`src/rtl/cpu_pkg.sv`:
```
// Shared definitions for the 16-bit CPU control path.
// Includes FSM state encodings, opcode map and ALU operation codes.
package cpu_pkg;

    typedef enum logic [2:0] {
        ST_FETCH  = 3'd0,
        ST_DECODE = 3'd1,
        ST_EXEC   = 3'd2,
        ST_MEM    = 3'd3,
        ST_WB     = 3'd4,
        ST_HALT   = 3'd5
    } state_t;

    localparam int unsigned OP_ADD  = 0;
    localparam int unsigned OP_SUB  = 1;
    localparam int unsigned OP_AND  = 2;
    localparam int unsigned OP_OR   = 3;
    localparam int unsigned OP_ORI  = 4;
    localparam int unsigned OP_XOR  = 5;
    localparam int unsigned OP_SLT  = 6;
    localparam int unsigned OP_SW   = 7;
    localparam int unsigned OP_LW   = 8;
    localparam int unsigned OP_BLT  = 9;
    // 4-bit encoding of halt; wider opcode fields use all ones.
    localparam int unsigned OP_HALT = 15;

    localparam int unsigned ALU_ADD = 0;
    localparam int unsigned ALU_SUB = 1;
    localparam int unsigned ALU_OR  = 3;

endpackage

```
`src/rtl/opcode_class_decode.sv`:
```
// Combinational classification of an opcode into its instruction class.
// Shared by the control FSM's next-state logic and its output decode.
module opcode_class_decode
    import cpu_pkg::*;
#(
    parameter int OPCODE_W = 4
) (
    input  logic [OPCODE_W-1:0] op,
    output logic                is_rtype,
    output logic                is_ori,
    output logic                is_lw,
    output logic                is_sw,
    output logic                is_blt,
    output logic                is_halt,
    output logic                is_illegal
);

    always_comb begin
        is_rtype   = (op == OPCODE_W'(OP_ADD)) || (op == OPCODE_W'(OP_SUB)) ||
                     (op == OPCODE_W'(OP_AND)) || (op == OPCODE_W'(OP_OR))  ||
                     (op == OPCODE_W'(OP_XOR)) || (op == OPCODE_W'(OP_SLT));
        is_ori     = (op == OPCODE_W'(OP_ORI));
        is_sw      = (op == OPCODE_W'(OP_SW));
        is_lw      = (op == OPCODE_W'(OP_LW));
        is_blt     = (op == OPCODE_W'(OP_BLT));
        is_halt    = &op;
        is_illegal = !(is_rtype || is_ori || is_sw || is_lw || is_blt || is_halt);
    end

endmodule

```
`src/rtl/multicycle_control_unit.sv`:
```
// Multicycle FETCH/DECODE/EXEC/MEM/WB sequencer for the 16-bit datapath.
// Handshakes with variable-latency memory and counts retired instructions.
module multicycle_control_unit
    import cpu_pkg::*;
#(
    parameter int OPCODE_W = 4,
    parameter int ALUCTR_W = 3,
    parameter int CNT_W    = 16
) (
    input  logic                clk,
    input  logic                rst,
    input  logic [OPCODE_W-1:0] opcode,
    input  logic                mem_ready,
    output logic                mem_req,
    output logic                mem_we,
    output logic                ir_write,
    output logic                pc_write,
    output logic                branch,
    output logic                reg_dst,
    output logic                alu_src,
    output logic                mem_to_reg,
    output logic                reg_write,
    output logic                ext_op,
    output logic [ALUCTR_W-1:0] alu_ctr,
    output logic                halted,
    output logic                illegal,
    output logic [CNT_W-1:0]    instr_count
);

    state_t              state;
    state_t              state_next;
    logic [OPCODE_W-1:0] op_q;
    logic [OPCODE_W-1:0] dec_op;
    logic                retire;
    logic                is_rtype, is_ori, is_lw, is_sw, is_blt, is_halt, is_illegal;

    // DECODE classifies the live opcode; later states use the latched copy.
    assign dec_op = (state == ST_DECODE) ? opcode : op_q;

    opcode_class_decode #(
        .OPCODE_W(OPCODE_W)
    ) u_class (
        .op        (dec_op),
        .is_rtype  (is_rtype),
        .is_ori    (is_ori),
        .is_lw     (is_lw),
        .is_sw     (is_sw),
        .is_blt    (is_blt),
        .is_halt   (is_halt),
        .is_illegal(is_illegal)
    );

    always_comb begin
        state_next = state;
        retire     = 1'b0;
        case (state)
            ST_FETCH:  if (mem_ready) state_next = ST_DECODE;
            ST_DECODE: begin
                if (is_illegal)   state_next = ST_FETCH;
                else if (is_halt) state_next = ST_HALT;
                else              state_next = ST_EXEC;
            end
            ST_EXEC: begin
                if (is_blt) begin
                    state_next = ST_FETCH;
                    retire     = 1'b1;
                end else if (is_lw || is_sw) begin
                    state_next = ST_MEM;
                end else begin
                    state_next = ST_WB;
                end
            end
            ST_MEM: begin
                if (mem_ready) begin
                    if (is_sw) begin
                        state_next = ST_FETCH;
                        retire     = 1'b1;
                    end else begin
                        state_next = ST_WB;
                    end
                end
            end
            ST_WB: begin
                state_next = ST_FETCH;
                retire     = 1'b1;
            end
            ST_HALT:   state_next = ST_HALT;
            default:   state_next = ST_FETCH;
        endcase
    end

    always_ff @(posedge clk or posedge rst) begin
        if (rst) begin
            state       <= ST_FETCH;
            op_q        <= '0;
            instr_count <= '0;
        end else begin
            state <= state_next;
            if (state == ST_DECODE) op_q <= opcode;
            if (retire) instr_count <= instr_count + CNT_W'(1);
        end
    end

    always_comb begin
        mem_req    = 1'b0;
        mem_we     = 1'b0;
        ir_write   = 1'b0;
        pc_write   = 1'b0;
        branch     = 1'b0;
        reg_dst    = 1'b0;
        alu_src    = 1'b0;
        mem_to_reg = 1'b0;
        reg_write  = 1'b0;
        ext_op     = 1'b0;
        alu_ctr    = '0;
        halted     = 1'b0;
        illegal    = 1'b0;
        case (state)
            ST_FETCH: begin
                mem_req  = 1'b1;
                // A completing fetch must not load IR/PC while reset is held.
                ir_write = mem_ready && !rst;
                pc_write = mem_ready && !rst;
            end
            ST_DECODE: illegal = is_illegal;
            ST_EXEC: begin
                alu_src = is_ori || is_lw || is_sw;
                ext_op  = is_lw || is_sw || is_blt;
                branch  = is_blt;
                if (is_rtype)    alu_ctr = ALUCTR_W'(op_q[2:0]);
                else if (is_ori) alu_ctr = ALUCTR_W'(ALU_OR);
                else if (is_blt) alu_ctr = ALUCTR_W'(ALU_SUB);
                else             alu_ctr = ALUCTR_W'(ALU_ADD);
            end
            ST_MEM: begin
                mem_req = 1'b1;
                mem_we  = is_sw;
            end
            ST_WB: begin
                reg_write  = 1'b1;
                mem_to_reg = is_lw;
                reg_dst    = is_rtype;
            end
            ST_HALT:  halted = 1'b1;
            default: ;
        endcase
    end

endmodule

```
`config.mk`:
```
export PLATFORM = sky130hd
export DESIGN_NAME = multicycle_control_unit
export DESIGN_NICKNAME = d
export VERILOG_FILES = /design/src/rtl/cpu_pkg.sv /design/src/rtl/opcode_class_decode.sv /design/src/rtl/multicycle_control_unit.sv
export SDC_FILE = /design/constraint.sdc
export NUM_CORES = 1
export LEC_CHECK = 0
export ABC_AREA = 1
export CORE_UTILIZATION = 30
export CTS_CLUSTER_SIZE = 16
export DETAILED_ROUTE_END_ITERATION = 10
export PLACE_DENSITY = 0.49
export SLEW_MARGIN = 20
export SYNTH_ARGS = -nofsm -noshare
export SYNTH_HDL_FRONTEND = slang
export SYNTH_SLANG_ARGS = --single-unit
export TNS_END_PERCENT = 10
```
`constraint.sdc`:
```
create_clock -name clk -period 4 [get_ports clk]
set_clock_uncertainty 0.1 [all_clocks]
set_input_delay 1.2 -clock clk [delete_from_list [all_inputs] [get_ports clk]]
set_output_delay 1.2 -clock clk [all_outputs]
set_load 0.005 [all_outputs]
```
# Word-level counts from Yosys, hierarchy flattened
# Cells that the tools add are included.
# Widths: inputs -> output; s select.
# totals
reg_bits	23
in_bits	7
# op_classes
addsub	1
n_eq_ne	16
muxes	28
n_reduce_logical	22
# op_table
op	count
$mux 3	9
$add 16x1->16 const B	1
$eq 4x3->1 const B	4
$mux 1	15
$pmux 3 s5	1
$logic_or 1x1->1	14
$eq 4x2->1 const B	2
$eq 4x4->1 const B	2
$eq 3x2->1 const B	2
$eq 3x3->1 const B	2
$eq 4x1->1 const B	1
$logic_not 4->1	1
$mux 4	1
$ne 2x2->1 const B	2
$reduce_and 4->1	1
$eq 3x1->1 const B	1
$logic_not 3->1	1
$pmux 1 s3	1
$logic_not 1->1	2
$mux 2	1
$reduce_and 2->1	1
$reduce_or 2->1	1
$logic_and 1x1->1	1

# Logic depth before layout (Yosys ltp)
# Gate-level depths: netlist (run 1).
# depth
ltp_word	15
mapped_depth	13
mapped_depth_nobuf	12

# Modules after synthesis
# From an unflattened synthesis (run 1), not the netlist that was laid out.
# hier_totals
cells_unflattened	243
hier_area_um2	1604.0
# by_module_without_submodules
mod	n_inst	cells_each	area_each_um2
multicycle_control_unit	1	220	1511.4
opcode_class_decode	1	23	92.6

# Least setup slack after synthesis (run 1)
# OpenSTA, ideal clock, no wires.
# synth_path
path_type	input to output
from	input opcode[1]
to	output alu_ctr[0]
arrival_ns	1.974
t_required_ns	2.700
path_slack_ns	0.726
stages	9
cell_sequence	inv_1 nand3_1 nand2_2 nor2_4 o21ai_0 nand2_1 nand2_1 nand2_1 nor2_1
# synth_via
elab_chain_cells	9
elab_cells_between_ends	18
cone_classes	eq/ne: 7; mux: 5; reduce/logical: 6
# synth_lines
element	line_no	text
from (decl)	multicycle_control_unit.sv:12	input logic [OPCODE_W-1:0] opcode,
$mux 4 (*)	--	
$eq 4x1->1 or $logic_not 4->1 (tied branches)	opcode_class_decode.sv:19	is_rtype = (op == OPCODE_W'(OP_ADD)) || (op == OPCODE_W'(OP_SUB)) ||
$logic_or 1x1->1 (2 in series)	opcode_class_decode.sv:19	
$logic_or 1x1->1 (2 in series)	opcode_class_decode.sv:20	(op == OPCODE_W'(OP_AND)) || (op == OPCODE_W'(OP_OR)) ||
$logic_or 1x1->1	opcode_class_decode.sv:21	(op == OPCODE_W'(OP_XOR)) || (op == OPCODE_W'(OP_SLT));
$mux 3 (*)	multicycle_control_unit.sv:130	if (is_rtype) alu_ctr = ALUCTR_W'(op_q[2:0]);
$mux 3 (*)	multicycle_control_unit.sv:118	case (state)
to (decl)	multicycle_control_unit.sv:24	output logic [ALUCTR_W-1:0] alu_ctr,
# Every way passes the cells marked *; elsewhere a longest branch is shown, timed or not.

# Worst setup path after layout (run 1)
# layout_path
from	input opcode[2]
to	output alu_ctr[1]
# The elaborated chain is that of the path after synthesis.

==> run_summary.xml, run 1 <==
<?xml version="1.0" encoding="UTF-8"?>
<metrics>
  <group name="outcome">
    <metric name="failed_checks" unit="">setup timing</metric>
    <metric name="status" unit="">finished, violations left</metric>
  </group>
  <group name="sta">
    <metric name="totalNegativeSetupSlack" unit="ns">-0.1469</metric>
    <metric name="final_period_minus_worst_setup_slack" unit="ns">4.147</metric>
    <metric name="worst_slack" unit="ns">-0.1469</metric>
    <metric name="number_of_hold_slack_violations_in_the_final_timing_report" unit="">0</metric>
    <metric name="slew_headroom" unit="">0.3817</metric>
    <metric name="rsz0062_at_grt" unit="">yes</metric>
    <metric name="fin_crit_sh" unit="">1.037</metric>
    <metric name="timing.fmax" unit="MHz">241.1</metric>
    <metric name="final-setup-viol-count" unit="">1</metric>
    <metric name="finalMaxSlewViolations" unit="">0</metric>
    <metric name="timing_worst_slew_pin_value" unit="ns">0.9264</metric>
    <metric name="holdWs" unit="ns">0.4738</metric>
  </group>
  <group name="clocking">
    <metric name="number_of_buffers_added_by_the_clock_tree_synthesis_step" unit="">3</metric>
    <metric name="tritoncts_clock_tree" unit="">yes</metric>
    <metric name="clk_pin_slew_worst_paths" unit="ns">0.10</metric>
    <metric name="cts_hold_repair.buffers" unit="">0</metric>
    <metric name="clk_path_buf_depth" unit="">2</metric>
    <metric name="clock_sinks" unit="">23</metric>
    <metric name="clock_latency" unit="ns">0.28</metric>
    <metric name="clock_tree.root_cell" unit="">clkbuf_8</metric>
    <metric name="cts_htree_levels" unit="">1</metric>
    <metric name="cts_setup_buffers" unit="">0</metric>
  </group>
  <group name="die">
    <metric name="design.core.area" unit="um^2">5540</metric>
    <metric name="die_w" unit="um">77.92</metric>
    <metric name="io_pins" unit="">38</metric>
    <metric name="placement_rows" unit="">27</metric>
    <metric name="die_area" unit="um^2">6072</metric>
    <metric name="die-height" unit="um">77.92</metric>
    <metric name="initial_core_util" unit="">0.3121</metric>
  </group>
  <group name="detailed_routing">
    <metric name="postRouteAntennaNets" unit="">0</metric>
    <metric name="remaining_drc_errors" unit="">0</metric>
    <metric name="viasPerCell" unit="">4.478</metric>
    <metric name="avgRoutedWirePerCell" unit="um">12.12</metric>
    <metric name="drt-initial-drc-count" unit="">48</metric>
    <metric name="wl" unit="mm">4.388</metric>
    <metric name="dr_total_vias" unit="">1621</metric>
    <metric name="drt_pass1_iterations" unit="">4</metric>
  </group>
  <group name="layout">
    <metric name="final_layout_size_suffix_gt1_frac" unit="">0.2414</metric>
    <metric name="finalNetCount" unit="">299</metric>
    <metric name="antenna_cells_inserted" unit="">0</metric>
    <metric name="fillCellCount" unit="">600</metric>
    <metric name="syn2layout_area_growth" unit="%">35.46</metric>
    <metric name="multi_input_comb_area" unit="um^2">1030</metric>
    <metric name="seq_area" unit="um^2">575.6</metric>
    <metric name="layout.core_utilization" unit="">0.4228</metric>
  </group>
  <group name="critical_path">
    <metric name="critical_path.max_stage_delay" unit="ns">0.51</metric>
    <metric name="crit_path_top_delay_cell" unit="">clkdlybuf4s50_1</metric>
    <metric name="critical_path_required" unit="ns">2.70</metric>
    <metric name="setup.worst_path.class" unit="">primary input to primary output</metric>
    <metric name="critical_path.cell_chain" unit="">clkdlybuf4s50_1 &gt; inv_1 &gt; nand3_2 &gt; nand2_4 &gt; nor2_2 &gt; nand3_1 &gt; o21ai_1 &gt; clkdlybuf4s50_1</metric>
    <metric name="cpMostUsedCell" unit="">clkdlybuf4s50_1</metric>
    <metric name="critPathMaxFanout" unit="">3</metric>
    <metric name="cp.buffers_inverters" unit="">3</metric>
    <metric name="cpLargestDelayFamily" unit="">buffers and inverters</metric>
    <metric name="crit_path_arrival_time" unit="ns">2.85</metric>
    <metric name="worstSetupStartpointType" unit="">primary input</metric>
    <metric name="endpoint_kind" unit="">primary output</metric>
  </group>
  <group name="power_and_ir_drop">
    <metric name="vdd_drop_max" unit="mV">0.2134</metric>
    <metric name="power_density" unit="nW/um^2">575.3</metric>
    <metric name="leakage" unit="nW">1.273</metric>
  </group>
  <group name="logic_synthesis">
    <metric name="syn_avg_cell_area" unit="um^2">7.327</metric>
    <metric name="netlist_area" unit="um^2">1729</metric>
    <metric name="yosysUniqueCellTypes" unit="">26</metric>
    <metric name="syn_warnings" unit="">0</metric>
    <metric name="netlist_instances" unit="">236</metric>
    <metric name="synth.net_count" unit="">244</metric>
    <metric name="synth_seq_cells" unit="">23</metric>
    <metric name="yosysSeqAreaShare" unit="">0.3329</metric>
  </group>
  <group name="global_route">
    <metric name="track_usage" unit="">0.1575</metric>
    <metric name="grt_pass1_vias" unit="">1654</metric>
    <metric name="grt_max_degree" unit="">24</metric>
    <metric name="global_route.overflow_total" unit="">0</metric>
    <metric name="wire_length_of_the_first_global_routing_pass" unit="mm">7.521</metric>
    <metric name="antenna_found_initial" unit="">0</metric>
  </group>
  <group name="placed_design">
    <metric name="io_buffer_count" unit="">37</metric>
    <metric name="place.detailed.hpwl" unit="mm">3.218</metric>
    <metric name="gp_congestion" unit="">0.7681</metric>
  </group>
  <group name="hold_path">
    <metric name="hold_crit_class" unit="">flip-flop to flip-flop</metric>
  </group>
  <group name="job">
    <metric name="maxCapViolations" unit="">0</metric>
  </group>
</metrics>
-- layout make-up --
cell class              count  area share
clock inverters             1    0.002137
clock buffers               3     0.01763
repair buffers             55      0.2137
flip-flops and latches     23      0.2457
well taps                  72     0.03846
multi-input cells         182      0.4396
inverters                  26     0.04273
-- placed cells by master, fill, tap and decap left out, types with 2 or more instances in the layout --
cell and n:
nand4_1 3, nand2_1 65, dlymetal6s2s_1 3, nand2_4 6
clkbuf_8 3, dfrtp_1 23, clkdlybuf4s50_1 27, buf_4 17
nor2_4 2, nand3_1 27, nand2_2 23, nor3_1 6
xnor2_1 6, clkbuf_2 2, inv_2 3, dlygate4sd2_1 5
nor2_2 3, nor2_1 20, nand3_2 3, inv_1 22
xor2_1 8, nor2_8 2
-- what timing repair did --
action | in CTS | in global routing
setup endpoints to repair | 10 | 9
pin swaps | 4 | 6
resized for setup | 12 | 11
endpoints found under the hold margin | 0 | 0
-- power breakdown --
part           internal, mW  leakage [nW]  total [mW]  switching, mW
Combinational         0.371         0.940       0.855          0.484
Clock                0.0698        0.0255       0.154         0.0838
Sequential            0.280         0.308       0.338         0.0580
Total                 0.722          1.27        1.35          0.626
-- sequential cells by signal (all words and copies together), names as in the netlist --
register,cells
op_q,4
instr_count,16
state,3
-- cell families (layout without fill, tap and decap cells) --
kind of cell    count (synthesis)  in the layout  synth area share
xor+xnor                       14             14           0.07091
flops                          23             23            0.3328
buf+inv                        31             85           0.08249
simple gates                  163            163            0.4949
fa+ha+maj                       1              1          0.007235
compound gates                  4              4           0.01157
-- worst min-delay path, delay by kind of cell, from the launching register on --
| family | cells | cell delay [ns] |
|---|---|---|
| AND/OR/NAND/NOR | 2 | 0.14 |
| flip-flops | 1 | 0.40 |
-- cells in the mapped netlist (all sizes together) --
cell    count  area share
a21oi       1      0.0029
buf         5       0.025
dfrtp      23        0.33
ha          1      0.0072
inv        26       0.058
nand2      95        0.27
nand3      31        0.10
nand3b      1      0.0043
nand4       3       0.011
nor2       27       0.089
nor3        6       0.017
o21ai       3      0.0087
xnor2       6       0.030
xor2        8       0.041
-- layer usage --
layer / GRT usage / up-vias / share of wire
li1: - / 839 / -
met2: 0.2867 / 33 / 0.50
met5: 0 / - / 0
met1: 0.1837 / 747 / 0.45
met4: 0.03889 / 0 / 0.0052
met3: 0.03882 / 2 / 0.046
-- stage by stage --
step | worst slack, ns | std cells | total power [mW] | instance area, um^2
6_report | -0.1469 | 362 | 1.347 | 2342
2_1_floorplan | 0.7262 | 236 | 0.8534 | 1729
4_1_cts | -0.2106 | 362 | 1.355 | 2331
5_1_grt | -0.2216 | 362 | 1.459 | 2342
3_5_place_dp | -0.3229 | 358 | 1.184 | 2282
3_3_place_gp | -0.3010 | 358 | 1.186 | 2282
-- worst paths after layout --
check | from | to | slack (ns) | cells past startpoint
worst max-delay path | opcode[2] | alu_ctr[1] | -0.15 | 8
worst min register to register | instr_count[15] | instr_count[15] | 0.47 | 2
worst max register to register | state[2] | instr_count[1] | 1.65 | 14
max in group asynchronous | rst | instr_count[12] | 1.87 | 2
min in group asynchronous | rst | state[0] | 1.34 | 2
worst min-delay path | instr_count[15] | instr_count[15] | 0.47 | 2
No activity file was read; power rests on OpenSTA's default activity.
==> run 2: changes to the inputs <==
--- a/config.mk
+++ b/config.mk
@@ -10,6 +10,7 @@
 export CTS_CLUSTER_SIZE = 16
 export DETAILED_ROUTE_END_ITERATION = 10
 export PLACE_DENSITY = 0.49
+export SETUP_SLACK_MARGIN = 0.4
 export SLEW_MARGIN = 20
 export SYNTH_ARGS = -nofsm -noshare
 export SYNTH_HDL_FRONTEND = slang
==> run_summary.xml, run 2 (synthesis gave the netlist of run 1 again) <==
<?xml version="1.0" encoding="UTF-8"?>
<metrics>
  <group name="critical_path">
    <metric name="setup.worst_path.class" unit="">primary input to primary output</metric>
    <metric name="endpoint_kind" unit="">primary output</metric>
    <metric name="critPathMaxFanout" unit="">3</metric>
    <metric name="crit_path_arrival_time" unit="ns">2.46</metric>
    <metric name="critical_path_required" unit="ns">2.70</metric>
    <metric name="worstSetupStartpointType" unit="">primary input</metric>
  </group>
  <group name="layout">
    <metric name="biggest_regs" unit="">instr_count: 16 flops, op_q: 4 flops, state: 3 flops</metric>
    <metric name="fillCellCount" unit="">604</metric>
    <metric name="regMostFlops" unit="">instr_count</metric>
    <metric name="layout.cell_area.non_filler" unit="um^2">2404</metric>
    <metric name="final_layout_size_suffix_gt1_frac" unit="">0.2721</metric>
    <metric name="layout.cells.non_filler" unit="">366</metric>
    <metric name="syn2layout_area_growth" unit="%">39.00</metric>
    <metric name="largest_register_ff_count" unit="">16</metric>
    <metric name="final_common_cell" unit="">nand2_1</metric>
    <metric name="antenna_cells_inserted" unit="">0</metric>
    <metric name="finalNetCount" unit="">303</metric>
    <metric name="layout.cells.most_common_list" unit="">65 x nand2_1, 28 x nand3_1, 23 x dfrtp_1</metric>
  </group>
  <group name="clocking">
    <metric name="clock_sinks" unit="">23</metric>
    <metric name="clock_latency" unit="ns">0.28</metric>
    <metric name="clock_tree.root_cell" unit="">clkbuf_8</metric>
    <metric name="clk_path_buf_depth" unit="">2</metric>
    <metric name="tritoncts_clock_tree" unit="">yes</metric>
    <metric name="clk_pin_slew_worst_paths" unit="ns">0.10</metric>
    <metric name="cts_htree_levels" unit="">1</metric>
    <metric name="number_of_buffers_added_by_the_clock_tree_synthesis_step" unit="">3</metric>
    <metric name="cts_hold_repair.buffers" unit="">0</metric>
  </group>
  <group name="sta">
    <metric name="timing_worst_slew_pin_value" unit="ns">0.9263</metric>
    <metric name="fin_crit_sh" unit="">0.9403</metric>
    <metric name="final_period_minus_worst_setup_slack" unit="ns">3.761</metric>
    <metric name="final-setup-viol-count" unit="">0</metric>
    <metric name="finalMaxSlewViolations" unit="">0</metric>
    <metric name="rsz0062_at_grt" unit="">yes</metric>
    <metric name="number_of_hold_slack_violations_in_the_final_timing_report" unit="">0</metric>
    <metric name="slew_headroom" unit="">0.3818</metric>
    <metric name="timing.fmax" unit="MHz">265.9</metric>
  </group>
  <group name="power_and_ir_drop">
    <metric name="power.total" unit="mW">1.430</metric>
    <metric name="vdd_drop_max" unit="mV">0.2450</metric>
    <metric name="power_density" unit="nW/um^2">594.8</metric>
    <metric name="leakage" unit="nW">1.277</metric>
  </group>
  <group name="detailed_routing">
    <metric name="postRouteAntennaNets" unit="">0</metric>
    <metric name="wl" unit="mm">4.473</metric>
    <metric name="remaining_drc_errors" unit="">0</metric>
    <metric name="viasPerCell" unit="">4.489</metric>
    <metric name="avgRoutedWirePerCell" unit="um">12.22</metric>
    <metric name="dr_total_vias" unit="">1643</metric>
    <metric name="drt_pass1_iterations" unit="">4</metric>
    <metric name="drt-initial-drc-count" unit="">57</metric>
  </group>
  <group name="die">
    <metric name="die_w" unit="um">77.92</metric>
    <metric name="die_area" unit="um^2">6072</metric>
    <metric name="placement_rows" unit="">27</metric>
    <metric name="io_pins" unit="">38</metric>
    <metric name="design.core.area" unit="um^2">5540</metric>
    <metric name="initial_core_util" unit="">0.3121</metric>
    <metric name="die-height" unit="um">77.92</metric>
  </group>
  <group name="global_route">
    <metric name="global_route.overflow_total" unit="">0</metric>
    <metric name="track_usage" unit="">0.1610</metric>
    <metric name="wire_length_of_the_first_global_routing_pass" unit="mm">7.700</metric>
    <metric name="grt_pass1_vias" unit="">1670</metric>
    <metric name="grt_max_degree" unit="">24</metric>
    <metric name="antenna_found_initial" unit="">0</metric>
  </group>
  <group name="placed_design">
    <metric name="postPlaceCellArea" unit="um^2">2282</metric>
    <metric name="gp_congestion" unit="">0.7681</metric>
    <metric name="io_buffer_count" unit="">37</metric>
    <metric name="place.detailed.hpwl" unit="mm">3.218</metric>
    <metric name="numPlacedInstances" unit="">358</metric>
  </group>
  <group name="outcome">
    <metric name="status" unit="">finished, final reports clean</metric>
  </group>
  <group name="hold_path">
    <metric name="hold_crit_class" unit="">flip-flop to flip-flop</metric>
  </group>
  <group name="job">
    <metric name="maxCapViolations" unit="">0</metric>
  </group>
</metrics>
## run 2: what timing repair did
item                                    4_1_cts  5_1_grt
pin swaps                                    12        1
buffers inserted                              4        0
endpoints found under the setup margin       12       11
gates resized for setup                      50        1
## run 2: worst max-delay path, cell delays in order
cell,delay (ns)
dlygate4sd2_1,0.24
nand3_1,0.09
nand2_2,0.07
buf_4,0.14
nor2_4,0.12
buf_6,0.13
nand2_2,0.05
buf_4,0.12
nor2_1,0.08
clkdlybuf4s15_2,0.22
## run 2: final timing paths
check                                 from         endpoint  slack, ns  depth (start not counted)
max                              opcode[0]       mem_to_reg       0.24                         10
min                        instr_count[15]  instr_count[15]       0.47                          2
max reg2reg                       state[1]   instr_count[1]       1.66                         15
min reg2reg                instr_count[15]  instr_count[15]       0.47                          2
max in group asynchronous              rst  instr_count[12]       1.85                          2
min in group asynchronous              rst         state[0]       1.36                          2
## run 2: power by group
group          switching, mW  total (mW)  internal, mW
Sequential            0.0582       0.339         0.280
Clock                 0.0845       0.154        0.0698
Combinational          0.521       0.937         0.415
Total                  0.664        1.43         0.766
## run 2: final cells by class
type	count	area [um^2]	area share
multi-input cells	182	1054	0.4383
flip-flops and latches	23	575.6	0.2395
repair buffers	59	538.0	0.2238
inverters	26	100.1	0.04164
well taps	72	90.09	0.03748
clock buffers	3	41.29	0.01718
clock inverters	1	5.005	0.002082
## run 2: metrics by stage
step             util  worst slack, ns  setup TNS, ns  hold slack (ns)
2_1_floorplan       -           0.7262              0           0.3963
3_3_place_gp   0.4119          -0.3010         -2.156           0.4442
3_5_place_dp   0.4119          -0.3229         -2.206           0.4619
4_1_cts        0.4334           0.1922              0           0.4835
5_1_grt        0.4338           0.1521              0           0.5063
6_report       0.4338           0.2388              0           0.4742
## run 2: routing by layer
layer	up-vias	track usage	routed length [um]
met5	-	0	0
met4	0	0.03889	23
met3	2	0.03882	189
met2	33	0.2929	2235
met1	762	0.1888	2025
li1	846	-	-
